==> src/rtl/i2c_master_arbiter_if.sv <==
// Requester-side and i2c_master-side signals of the shared I2C master arbiter.
// master modport = arbiter view; slave modport = requesters plus i2c_master.
interface i2c_master_arbiter_if #(
  parameter int NUM_REQ = 4,
  parameter int WDATA_W = 32
);
  logic [NUM_REQ-1:0]         req;
  logic [NUM_REQ-1:0]         req_rd;
  logic [NUM_REQ*8-1:0]       req_addr;
  logic [NUM_REQ*8-1:0]       req_offset;
  logic [NUM_REQ*WDATA_W-1:0] req_wdata;
  logic [NUM_REQ-1:0]         gnt;
  logic [NUM_REQ-1:0]         done;
  logic [NUM_REQ-1:0]         err;
  logic                       busy;
  logic                       m_write;
  logic                       m_read;
  logic [2:0]                 m_enable_buf;
  logic [7:0]                 m_address;
  logic [7:0]                 m_offset;
  logic [WDATA_W-1:0]         m_w_data;
  logic [7:0]                 m_state;

  modport master (
    input  req, req_rd, req_addr, req_offset, req_wdata, m_state,
    output gnt, done, err, busy, m_write, m_read, m_enable_buf,
           m_address, m_offset, m_w_data
  );

  modport slave (
    output req, req_rd, req_addr, req_offset, req_wdata, m_state,
    input  gnt, done, err, busy, m_write, m_read, m_enable_buf,
           m_address, m_offset, m_w_data
  );
endinterface

==> src/rtl/i2c_master_arbiter.sv <==
// Round-robin arbiter sharing one i2c_master among NUM_REQ requesters; latches the winner's
// payload, sequences read/write/enable_buf and reports per-requester done/err pulses.
module i2c_master_arbiter #(
  parameter int         NUM_REQ        = 4,
  parameter int         WDATA_W        = 32,
  parameter int         TIMEOUT_CYCLES = 200000,
  parameter logic [7:0] IDLE_W_CODE    = 8'd2
) (
  input logic                  SYSTEM_CLK,
  input logic                  RESETn,
  i2c_master_arbiter_if.master bus
);

  localparam int PW  = (NUM_REQ > 1) ? $clog2(NUM_REQ) : 1;
  localparam int PW1 = PW + 1;
  localparam int TW  = $clog2(TIMEOUT_CYCLES + 1);

  typedef enum logic [2:0] {
    S_IDLE, S_ARB, S_LAUNCH, S_RUN, S_DONE, S_ABORT
  } state_t;

  state_t             state_q;
  logic [PW-1:0]      ptr_q;
  logic [PW-1:0]      win_q;
  logic [NUM_REQ-1:0] gnt_q;
  logic [NUM_REQ-1:0] done_q;
  logic [NUM_REQ-1:0] err_q;
  logic               busy_q;
  logic               m_write_q;
  logic               m_read_q;
  logic               rd_q;
  logic [2:0]         m_en_q;
  logic [7:0]         m_addr_q;
  logic [7:0]         m_off_q;
  logic [WDATA_W-1:0] m_wdata_q;
  logic [TW-1:0]      tcnt_q;

  logic [7:0]         addr_arr  [NUM_REQ];
  logic [7:0]         off_arr   [NUM_REQ];
  logic [WDATA_W-1:0] wdata_arr [NUM_REQ];

  for (genvar g = 0; g < NUM_REQ; g++) begin : g_unpack
    assign addr_arr[g]  = bus.req_addr[g*8 +: 8];
    assign off_arr[g]   = bus.req_offset[g*8 +: 8];
    assign wdata_arr[g] = bus.req_wdata[g*WDATA_W +: WDATA_W];
  end

  logic           found;
  logic [PW-1:0]  win_d;
  logic [PW-1:0]  ptr_d;
  logic [PW1-1:0] cand;

  // Rotating search: first set req starting at ptr_q, wrapping modulo NUM_REQ.
  always_comb begin
    found = 1'b0;
    win_d = '0;
    cand  = '0;
    for (int unsigned i = 0; i < NUM_REQ; i++) begin
      cand = {1'b0, ptr_q} + PW1'(i);
      if (cand >= PW1'(NUM_REQ)) cand = cand - PW1'(NUM_REQ);
      if (!found && bus.req[cand[PW-1:0]]) begin
        found = 1'b1;
        win_d = cand[PW-1:0];
      end
    end
  end

  assign ptr_d = (win_d == PW'(NUM_REQ - 1)) ? '0 : win_d + PW'(1);

  always_ff @(posedge SYSTEM_CLK or negedge RESETn) begin
    if (!RESETn) begin
      state_q   <= S_IDLE;
      ptr_q     <= '0;
      win_q     <= '0;
      gnt_q     <= '0;
      done_q    <= '0;
      err_q     <= '0;
      busy_q    <= 1'b0;
      m_write_q <= 1'b0;
      m_read_q  <= 1'b0;
      rd_q      <= 1'b0;
      m_en_q    <= '0;
      m_addr_q  <= '0;
      m_off_q   <= '0;
      m_wdata_q <= '0;
      tcnt_q    <= '0;
    end else begin
      done_q <= '0;
      err_q  <= '0;
      case (state_q)
        S_IDLE: begin
          if (|bus.req) begin
            state_q <= S_ARB;
            busy_q  <= 1'b1;
          end
        end
        S_ARB: begin
          tcnt_q <= '0;
          if (found) begin
            win_q     <= win_d;
            ptr_q     <= ptr_d;
            gnt_q     <= NUM_REQ'(1) << win_d;
            m_addr_q  <= addr_arr[win_d];
            m_off_q   <= off_arr[win_d];
            m_wdata_q <= wdata_arr[win_d];
            rd_q      <= bus.req_rd[win_d];
            state_q   <= S_LAUNCH;
          end else begin
            state_q <= S_IDLE;
            busy_q  <= 1'b0;
          end
        end
        S_LAUNCH, S_RUN: begin
          // Timeout is checked first so it wins over a same-cycle completion.
          if (tcnt_q == TW'(TIMEOUT_CYCLES - 1)) begin
            state_q   <= S_ABORT;
            err_q     <= NUM_REQ'(1) << win_q;
            m_read_q  <= 1'b0;
            m_write_q <= 1'b0;
            m_en_q    <= '0;
          end else begin
            tcnt_q <= tcnt_q + TW'(1);
            if (state_q == S_LAUNCH) begin
              m_write_q <= !rd_q;
              m_read_q  <= rd_q;
              if (bus.m_state != IDLE_W_CODE) begin
                m_en_q  <= 3'b000;
                state_q <= S_RUN;
              end else begin
                m_en_q <= 3'b011;
              end
            end else if (bus.m_state == IDLE_W_CODE) begin
              state_q   <= S_DONE;
              done_q    <= NUM_REQ'(1) << win_q;
              m_read_q  <= 1'b0;
              m_write_q <= 1'b0;
            end
          end
        end
        S_DONE, S_ABORT: begin
          gnt_q   <= '0;
          busy_q  <= 1'b0;
          state_q <= S_IDLE;
        end
        default: state_q <= S_IDLE;
      endcase
    end
  end

  assign bus.gnt          = gnt_q;
  assign bus.done         = done_q;
  assign bus.err          = err_q;
  assign bus.busy         = busy_q;
  assign bus.m_write      = m_write_q;
  assign bus.m_read       = m_read_q;
  assign bus.m_enable_buf = m_en_q;
  assign bus.m_address    = m_addr_q;
  assign bus.m_offset     = m_off_q;
  assign bus.m_w_data     = m_wdata_q;

endmodule

==> src/flat_wrapper.sv <==
// flat-port wrapper written by rule: the top's interface ports become plain ports
module i2c_master_arbiter_flat 
#(
  parameter int         NUM_REQ        = 4,
  parameter int         WDATA_W        = 32,
  parameter int         TIMEOUT_CYCLES = 200000,
  parameter logic [7:0] IDLE_W_CODE    = 8'd2
)
  (SYSTEM_CLK, RESETn, bus_req, bus_req_rd, bus_req_addr, bus_req_offset, bus_req_wdata, bus_m_state, bus_gnt, bus_done, bus_err, bus_busy, bus_m_write, bus_m_read, bus_m_enable_buf, bus_m_address, bus_m_offset, bus_m_w_data);
  i2c_master_arbiter_if #(.NUM_REQ(NUM_REQ), .WDATA_W(WDATA_W)) bus_i ();
  input logic SYSTEM_CLK;
  input logic RESETn;
  input wire logic [$bits(bus_i.req)-1:0] bus_req;
  input wire logic [$bits(bus_i.req_rd)-1:0] bus_req_rd;
  input wire logic [$bits(bus_i.req_addr)-1:0] bus_req_addr;
  input wire logic [$bits(bus_i.req_offset)-1:0] bus_req_offset;
  input wire logic [$bits(bus_i.req_wdata)-1:0] bus_req_wdata;
  input wire logic [$bits(bus_i.m_state)-1:0] bus_m_state;
  output wire logic [$bits(bus_i.gnt)-1:0] bus_gnt;
  output wire logic [$bits(bus_i.done)-1:0] bus_done;
  output wire logic [$bits(bus_i.err)-1:0] bus_err;
  output wire logic [$bits(bus_i.busy)-1:0] bus_busy;
  output wire logic [$bits(bus_i.m_write)-1:0] bus_m_write;
  output wire logic [$bits(bus_i.m_read)-1:0] bus_m_read;
  output wire logic [$bits(bus_i.m_enable_buf)-1:0] bus_m_enable_buf;
  output wire logic [$bits(bus_i.m_address)-1:0] bus_m_address;
  output wire logic [$bits(bus_i.m_offset)-1:0] bus_m_offset;
  output wire logic [$bits(bus_i.m_w_data)-1:0] bus_m_w_data;
  assign bus_i.req = bus_req;
  assign bus_i.req_rd = bus_req_rd;
  assign bus_i.req_addr = bus_req_addr;
  assign bus_i.req_offset = bus_req_offset;
  assign bus_i.req_wdata = bus_req_wdata;
  assign bus_i.m_state = bus_m_state;
  assign bus_gnt = bus_i.gnt;
  assign bus_done = bus_i.done;
  assign bus_err = bus_i.err;
  assign bus_busy = bus_i.busy;
  assign bus_m_write = bus_i.m_write;
  assign bus_m_read = bus_i.m_read;
  assign bus_m_enable_buf = bus_i.m_enable_buf;
  assign bus_m_address = bus_i.m_address;
  assign bus_m_offset = bus_i.m_offset;
  assign bus_m_w_data = bus_i.m_w_data;
  i2c_master_arbiter #(.NUM_REQ(NUM_REQ), .WDATA_W(WDATA_W), .TIMEOUT_CYCLES(TIMEOUT_CYCLES), .IDLE_W_CODE(IDLE_W_CODE)) u_core (.SYSTEM_CLK(SYSTEM_CLK), .RESETn(RESETn), .bus(bus_i));
endmodule
==> config.mk <==
export PLATFORM = sky130hd
export DESIGN_NAME = i2c_master_arbiter_flat
export DESIGN_NICKNAME = d
export VERILOG_FILES = /design/src/rtl/i2c_master_arbiter_if.sv /design/src/rtl/i2c_master_arbiter.sv /design/src/flat_wrapper.sv
export SDC_FILE = /design/constraint.sdc
export NUM_CORES = 1
export LEC_CHECK = 0
export BUFFER_PORTS_ARGS = -buffer_cell sky130_fd_sc_hd__buf_4
export CORE_MARGIN = 4
export CORE_UTILIZATION = 45
export CTS_CLUSTER_SIZE = 30
export DETAILED_ROUTE_END_ITERATION = 6
export MAX_ROUTING_LAYER = met4
export PLACE_DENSITY = 0.8
export REMOVE_ABC_BUFFERS = 1
export SYNTH_ARGS = -nofsm -noshare
export SYNTH_HDL_FRONTEND = slang
export SYNTH_SLANG_ARGS = --single-unit
==> constraint.sdc <==
create_clock -name SYSTEM_CLK -period 2.4 [get_ports SYSTEM_CLK]
set_input_delay 0.12 -clock SYSTEM_CLK [delete_from_list [all_inputs] [get_ports SYSTEM_CLK]]
set_output_delay 0.12 -clock SYSTEM_CLK [all_outputs]
set_load 0.005 [all_outputs]
==> qor.yml, run 1 <==
reg2reg_slack_ns: 0.23
gp_congestion: 0.966
ys_seq_area_share_pct: 44.1
finalClockSkew_ns: 0.00561
syn_avg_cell_area_um2: 9.71
post-route-period-util_pct: 90.4
seqCellArea_mm2: 0.00225
area_growth_pct: 51.8
drc: 0
cts_buffer_depth: 2
p_total_mw: 7.73
critPathKind: "register to register"
clk_latency_ns: 0.34
setup_viol: 0
vias: 5349
synth_flop_cell: "dfrtp_1"
fin_setup_tns_ns: 0
rsz0062_at_grt: "false"
worst-path-max-fanout: 25
worstMarginPinSlew_ns: 0.728
grt-ovfl-total: 0
max_cap_viol_count: 0
wire_per_inst_um: 19.2
antenna_found_initial: 3
core-area_mm2: 0.0110
cpMaxStageDelayCell: "o31ai_4"
post-dp-hpwl_mm: 14.3
ios: 276
synth-edff-count: 0
die_area_mm2: 0.0131
slew_viol_final: 0
postCtsSetupRepairBufs: 0
power_density_mw_per_mm2: 997
clk_pin_slew_ns: 0.07
num_rows: 38
port_buffers: 274
grt_pass1_wl_mm: 28.1
cp_data_required_time_ns: 2.63
fp.dieH_um: 115
drt-total-wl_mm: 18.2
pwr-share-clk_pct: 20.9
die_width_um: 115
worstSetupStartpointType: "register"
cts_buffers: 9
maxSlewHeadroom_pct: 51.4
p_sw_share_pct: 36.3
cts_sinks: 90
hold_viol_final: 0
leakagePower_nw: 3.96
synthArstFlopShare_pct: 100
netlist_area_mm2: 0.00511
hold_path.class: "input port to register"
grt_pass1_vias: 5569
drt_first_pass_iters: 7
htreeDepth: 3
synth_warnings: 0
comb_power_share_pct: 47.3
fillerInstances: 833
vias_per_cell: 5.65
syn_inst: 526
ys_ff_latch: 90
end_kind: "register"
synth_cell_types: 50
max_freq_mhz: 461
ant_nets: 0
grt_max_degree: 54
drive_gt1_share_pct: 39.5
netSwitchingPower_mw: 2.81
start_util_pct: 46.5
p_int_mw: 4.92
crit_chain: "nand2b_1 -> a21oi_1 -> o31ai_4 -> buf_4 -> a211oi_1 -> a311oi_1"
layout_min_cycle_time_ns: 2.17
final_nets: 1013
grt.total_usage_pct: 28.0
cts_tree: "done"
multi_input_area_mm2: 0.00268
outcome: "completed"
cts_root_buffer: "clkbuf_16"
irDropWorstVdd_v: 0.000697
power_frac_seq_pct: 31.8
drt_iter0_drc: 396
max_stage_delay_ns: 0.59
arrival_ns: 2.40
-- registers in the layout (all words and copies together), names as in the netlist --
register	cells
u_core.bus.m_address	8
u_core.win_q	2
u_core.tcnt_q	18
u_core.bus.m_read	1
u_core.bus.err	4
u_core.rd_q	1
u_core.bus.busy	1
u_core.ptr_q	2
u_core.bus.m_write	1
u_core.bus.m_w_data	32
u_core.bus.m_offset	8
u_core.state_q	3
u_core.bus.done	4
u_core.bus.m_enable_buf	1
u_core.bus.gnt	4
-- layer usage --
metal	vias to the layer above	wire (µm)	GRT usage [%]	part of all wire [%]
met2	256	9400	46.5	52
met1	2567	6800	32.8	37
met5	-	0	-	0
met4	0	471	10.4	2.6
li1	2496	-	-	-
met3	30	1500	7.03	8.2
-- metrics by stage --
| stage | setup WS, ns | hold WS (ns) | std cells | util [%] | instance area [µm²] |
|---|---|---|---|---|---|
| 3_3_place_gp | 0.336 | 0.213 | 926 | 67.3 | 7400 |
| 3_5_place_dp | 0.259 | 0.224 | 926 | 67.3 | 7400 |
| 5_1_grt | 0.0385 | 0.0474 | 946 | 70.6 | 7750 |
| 6_report | 0.229 | 0.0523 | 946 | 70.6 | 7750 |
| 2_1_floorplan | -1.54 | -0.176 | 491 | - | 4940 |
| 4_1_cts | 0.235 | 0.0403 | 943 | 70.5 | 7750 |
-- final timing paths --
path                                                          start                             endpoint  cells after the start
worst max-delay path                    u_core.ptr_q[0]$_DFFE_PN0N_   u_core.bus.m_w_data[9]$_DFFE_PN0N_                      6
worst min-delay path                             bus_req_wdata[113]  u_core.bus.m_w_data[17]$_DFFE_PN0N_                      3
worst max register to register          u_core.ptr_q[0]$_DFFE_PN0N_   u_core.bus.m_w_data[9]$_DFFE_PN0N_                      6
worst min register to register  u_core.bus.m_w_data[16]$_DFFE_PN0N_  u_core.bus.m_w_data[16]$_DFFE_PN0N_                      2
max in group asynchronous                                    RESETn        u_core.bus.gnt[1]$_DFFE_PN0P_                      3
min in group asynchronous                                    RESETn   u_core.bus.m_offset[3]$_DFFE_PN0N_                      2
-- power groups by stage --
stage | clock network, mW | registers [mW] | logic [mW]
CTS | 1.65 | 2.45 | 3.68
global route | 1.70 | 2.51 | 3.99
floorplan | 0 | 2.42 | 1.92
finish | 1.61 | 2.46 | 3.66
global placement | 0 | 2.43 | 3.56
detailed placement | 0 | 2.46 | 3.68
-- cell families after synthesis --
kind of cell | Yosys count | share of synthesized area (%)
DFF | 90 | 44.1
AOI/OAI and AO/OA | 116 | 17.0
buffers and inverters | 42 | 3.80
other | 1 | 0.0734
adders and majority gates | 5 | 1.22
xor gates and xnor gates | 6 | 1.03
muxes | 78 | 15.3
and+or+nand+nor | 188 | 17.5
-- cell usage after synthesis (all sizes together) (2+ instances only) --
cell,count,area (µm²)
nor3b,3,27.5
o221ai,37,324
inv,7,26.3
mux2i,78,781
o211ai,2,15.0
and3,2,12.5
buf,20,111
o31ai,5,37.5
or3,3,23.8
a22o,2,17.5
nand2,85,319
ha,5,62.6
a211oi,11,82.6
nand4,5,31.3
nor2b,2,12.5
nor3,6,30.0
a221oi,3,26.3
a311oi,11,96.3
nor4,5,31.3
xnor2,5,43.8
or4,4,30.0
dfrtp,90,2250
and2,5,31.3
o21ai,10,50.1
and4,2,17.5
clkbuf,15,56.3
nand2b,7,43.8
a21oi,18,90.1
a21o,3,22.5
a21boi,12,90.1
nor2,39,149
nand3,12,60.1
-- worst max-delay path, delay by kind of cell, from the launching register on --
kind | cells | cell delay, ns
AO/OA/AOI/OAI | 4 | 1.07
buffers and inverters | 1 | 0.40
flip-flops | 1 | 0.40
AND/OR/NAND/NOR | 1 | 0.16
-- layout by cell type (no fill, tap or decap), types with 4 or more instances in the layout --
cell,instances
buf_12,4
o221ai_1,37
nor4_1,5
ha_1,5
nand2b_1,7
xnor2_1,5
a211oi_1,11
nand2_1,85
o21ai_0,9
nor2_1,38
nor3_1,6
inv_1,6
and2_1,5
or4_1,4
mux2i_1,78
a21boi_0,12
clkbuf_16,9
dfrtp_1,90
o31ai_1,4
a21oi_1,18
nand3_1,12
nand4_1,5
buf_4,291
a311oi_1,11
-- layout make-up --
cell class	instances	share of cell area, %
multi-input cells	394	34.5
repair buffers	296	29.3
flip-flops and latches	90	29.0
clock buffers	9	2.90
well taps	140	2.26
clock inverters	7	1.50
inverters	7	0.371
diodes	3	0.0968
-- timing repair --
| item | in CTS | in global routing |
|---|---|---|
| hold buffers | 1 | 0 |
| endpoints found under the hold margin | 52 | 0 |
| gates resized for setup | 0 | 1 |
| endpoints found under the setup margin | 0 | 1 |
(Power assumes the default switching activity.)
==> run 2, diff against run 1 <==
--- a/config.mk
+++ b/config.mk
@@ -7,12 +7,12 @@
 export LEC_CHECK = 0
 export BUFFER_PORTS_ARGS = -buffer_cell sky130_fd_sc_hd__buf_4
 export CORE_MARGIN = 4
-export CORE_UTILIZATION = 45
+export CORE_UTILIZATION = 30
 export CTS_CLUSTER_SIZE = 30
 export DETAILED_ROUTE_END_ITERATION = 6
 export MAX_ROUTING_LAYER = met4
-export PLACE_DENSITY = 0.8
 export REMOVE_ABC_BUFFERS = 1
+export SKIP_LAST_GASP = 1
 export SYNTH_ARGS = -nofsm -noshare
 export SYNTH_HDL_FRONTEND = slang
 export SYNTH_SLANG_ARGS = --single-unit
==> qor.yml, run 2 (synthesized netlist as in run 1, its figures left out) <==
outcome: "completed"
cpMaxStageDelayCell: "or4_1"
critPathKind: "register to register"
hold_viol_final: 0  # unchanged
worstSetupStartpointType: "register"
postCtsSetupRepairBufs: 0  # unchanged
rsz0062_at_grt: "false"
ios: 276  # unchanged
max_freq_mhz: 464  # +0.62%
final_nets: 1019  # +0.59%
power_density_mw_per_mm2: 979  # -1.8%
area_growth_pct: 54.3
fp.dieH_um: 138  # +21%
layout_min_cycle_time_ns: 2.16  # -0.0133 ns
core-area_mm2: 0.0166  # +52%
start_util_pct: 30.7  # -16 points
grt-ovfl-total: 0  # unchanged
drc: 0  # unchanged
post-dp-hpwl_mm: 14.1  # -1.2%
drt_iter0_drc: 262  # -34%
die_width_um: 138  # +21%
ctsResizeCount: 0  # unchanged
maxSlewHeadroom_pct: 51.9  # +0.42 points
drive_gt1_share_pct: 40.0  # +0.57 points
cp_top_family: "simple AND/OR/NAND/NOR gates"
cts_root_buffer: "clkbuf_16"
vias: 5192  # -2.9%
layout_common_cells: "297 x buf_4, 90 x dfrtp_1, 84 x nand2_1, 78 x mux2i_1, 38 x nor2_1"
finalClockSkew_ns: 0.00489  # -0.000724 ns
worstMarginPinSlew_ns: 0.722  # -0.00626 ns
end_kind: "register"
port_buffers: 274  # unchanged
vias_per_cell: 5.05  # -11%
cts_sinks: 90  # unchanged
cts_buffer_depth: 2  # unchanged
p_total_mw: 7.72  # -0.19%
die_area_mm2: 0.0192  # +46%
max_cap_viol_count: 0  # unchanged
gp_congestion: 0.897  # -7.1%
worst-path-buf-inv: 0  # -1
clk_pin_slew_ns: 0.06  # about the same
cpMostUsedCell: "a21oi_1"
cp_data_required_time_ns: 2.67  # +0.04 ns
max_stage_delay_ns: 0.56  # -0.03 ns
irDropWorstVdd_v: 0.000421  # -40%
slew_viol_final: 0  # unchanged
grt.total_usage_pct: 18.4  # -9.6 points
worst-path-max-fanout: 9  # -64%
crit_chain: "ha_1 -> and4bb_1 -> nand4_1 -> a21oi_1 -> or4_1 -> a21oi_1"
grt_pass1_vias: 5503  # -1.2%
antennaDiodeCount: 0  # -3
setup_viol: 0  # unchanged
layout_commonest_cell: "buf_4"
place_area_mm2: 0.00754  # +2.0%
drt_first_pass_iters: 4  # -3
num_rows: 47  # +24%
post-route-period-util_pct: 89.9  # -0.55 points
design_area_mm2: 0.00788  # +1.6%
cts_tree: "done"
grt_max_degree: 57  # +5.6%
antenna_found_initial: 0  # -3
htreeDepth: 3  # unchanged
cts_buffers: 9  # unchanged
grt_pass1_wl_mm: 27.9  # -0.64%
stdcell_count: 1029  # +8.8%
largest_reg_flops: 32  # unchanged
ant_nets: 0  # unchanged
leakagePower_nw: 3.98  # +0.56%
hold_path.class: "input port to register"
drt-total-wl_mm: 17.8  # -2.2%
arrival_ns: 2.43  # +0.03 ns
fillerInstances: 1565  # +88%
wire_per_inst_um: 17.3  # -10%
final_util_pct: 47.4  # -23 points
place_inst: 1012  # +9.3%
timing.hold.ws_ns: 0.0452  # -0.00710 ns
clk_latency_ns: 0.35  # about the same
==> run 2: cell count changes in the layout (fill, tap and decap cells not counted), sizes merged <==
| cell | before | now |
|---|---|---|
| buf | 295 | 301 |
| bufinv | 3 | 2 |
| clkbuf | 9 | 10 |
| clkinv | 2 | 3 |
| diode | 3 | 0 |
| inv | 8 | 7 |
==> run 2: per-layer routing <==
| metal | GRT usage, % | vias to the layer above | part of all wire, % |
|---|---|---|---|
| met5 | - | - | 0 |
| met4 | 7.80 | 0 | 3.0 |
| met3 | 3.42 | 34 | 6.2 |
| met2 | 31.0 | 216 | 50 |
| met1 | 21.7 | 2438 | 41 |
| li1 | - | 2504 | - |
==> run 2: worst register-to-register path, delay by kind of cell (launching register included) <==
| family | cells | cell delay, ns |
|---|---|---|
| and+or+nand+nor | 3 | 1.00 |
| AOI/OAI and AO/OA | 2 | 0.41 |
| DFF | 1 | 0.41 |
| adders and majority gates | 1 | 0.28 |
==> run 2: through the flow <==
stage | setup TNS [ns] | setup slack (ns)
after floorplan | -75.54 | -1.54
after global placement | 0 | 0.316
after detailed placement | 0 | 0.261
after CTS | 0 | 0.243
after global routing | 0 | 0.117
final | 0 | 0.243
==> run 2: worst paths after layout <==
kind,slack [ns],cells past startpoint,to,start
worst max register to register,0.24,6,u_core.tcnt_q[11]$_DFFE_PN0P_,u_core.tcnt_q[0]$_DFFE_PN0P_
max in group asynchronous,1.25,3,u_core.bus.m_w_data[17]$_DFFE_PN0N_,RESETn
worst min-delay path,0.05,3,u_core.bus.m_offset[6]$_DFFE_PN0N_,bus_req_offset[22]
worst min register to register,0.49,2,u_core.bus.m_w_data[23]$_DFFE_PN0N_,u_core.bus.m_w_data[23]$_DFFE_PN0N_
worst max-delay path,0.24,6,u_core.tcnt_q[11]$_DFFE_PN0P_,u_core.tcnt_q[0]$_DFFE_PN0P_
min in group asynchronous,0.37,2,u_core.bus.m_address[1]$_DFFE_PN0N_,RESETn
==> run 2: area by class of cell <==
cell class              instances  area (µm²)  share of cell area (%)
clock buffers                  10         239                    3.03
clock inverters                 6        90.1                    1.14
inverters                       7        28.8                   0.365
multi-input cells             394        2680                    34.0
flip-flops and latches         90        2250                    28.6
well taps                     220         275                    3.49
repair buffers                302        2320                    29.4
==> run 2: power breakdown <==
part	internal (mW)	switching (mW)	total (mW)
Clock	0.943	0.612	1.56
Sequential	2.05	0.398	2.45
Combinational	1.91	1.80	3.71
Total	4.90	2.82	7.72
==> run 2: what timing repair did <==
action	4_1_cts	5_1_grt
setup endpoints to repair	0	0
endpoints found under the hold margin	54	0
hold buffers	1	0
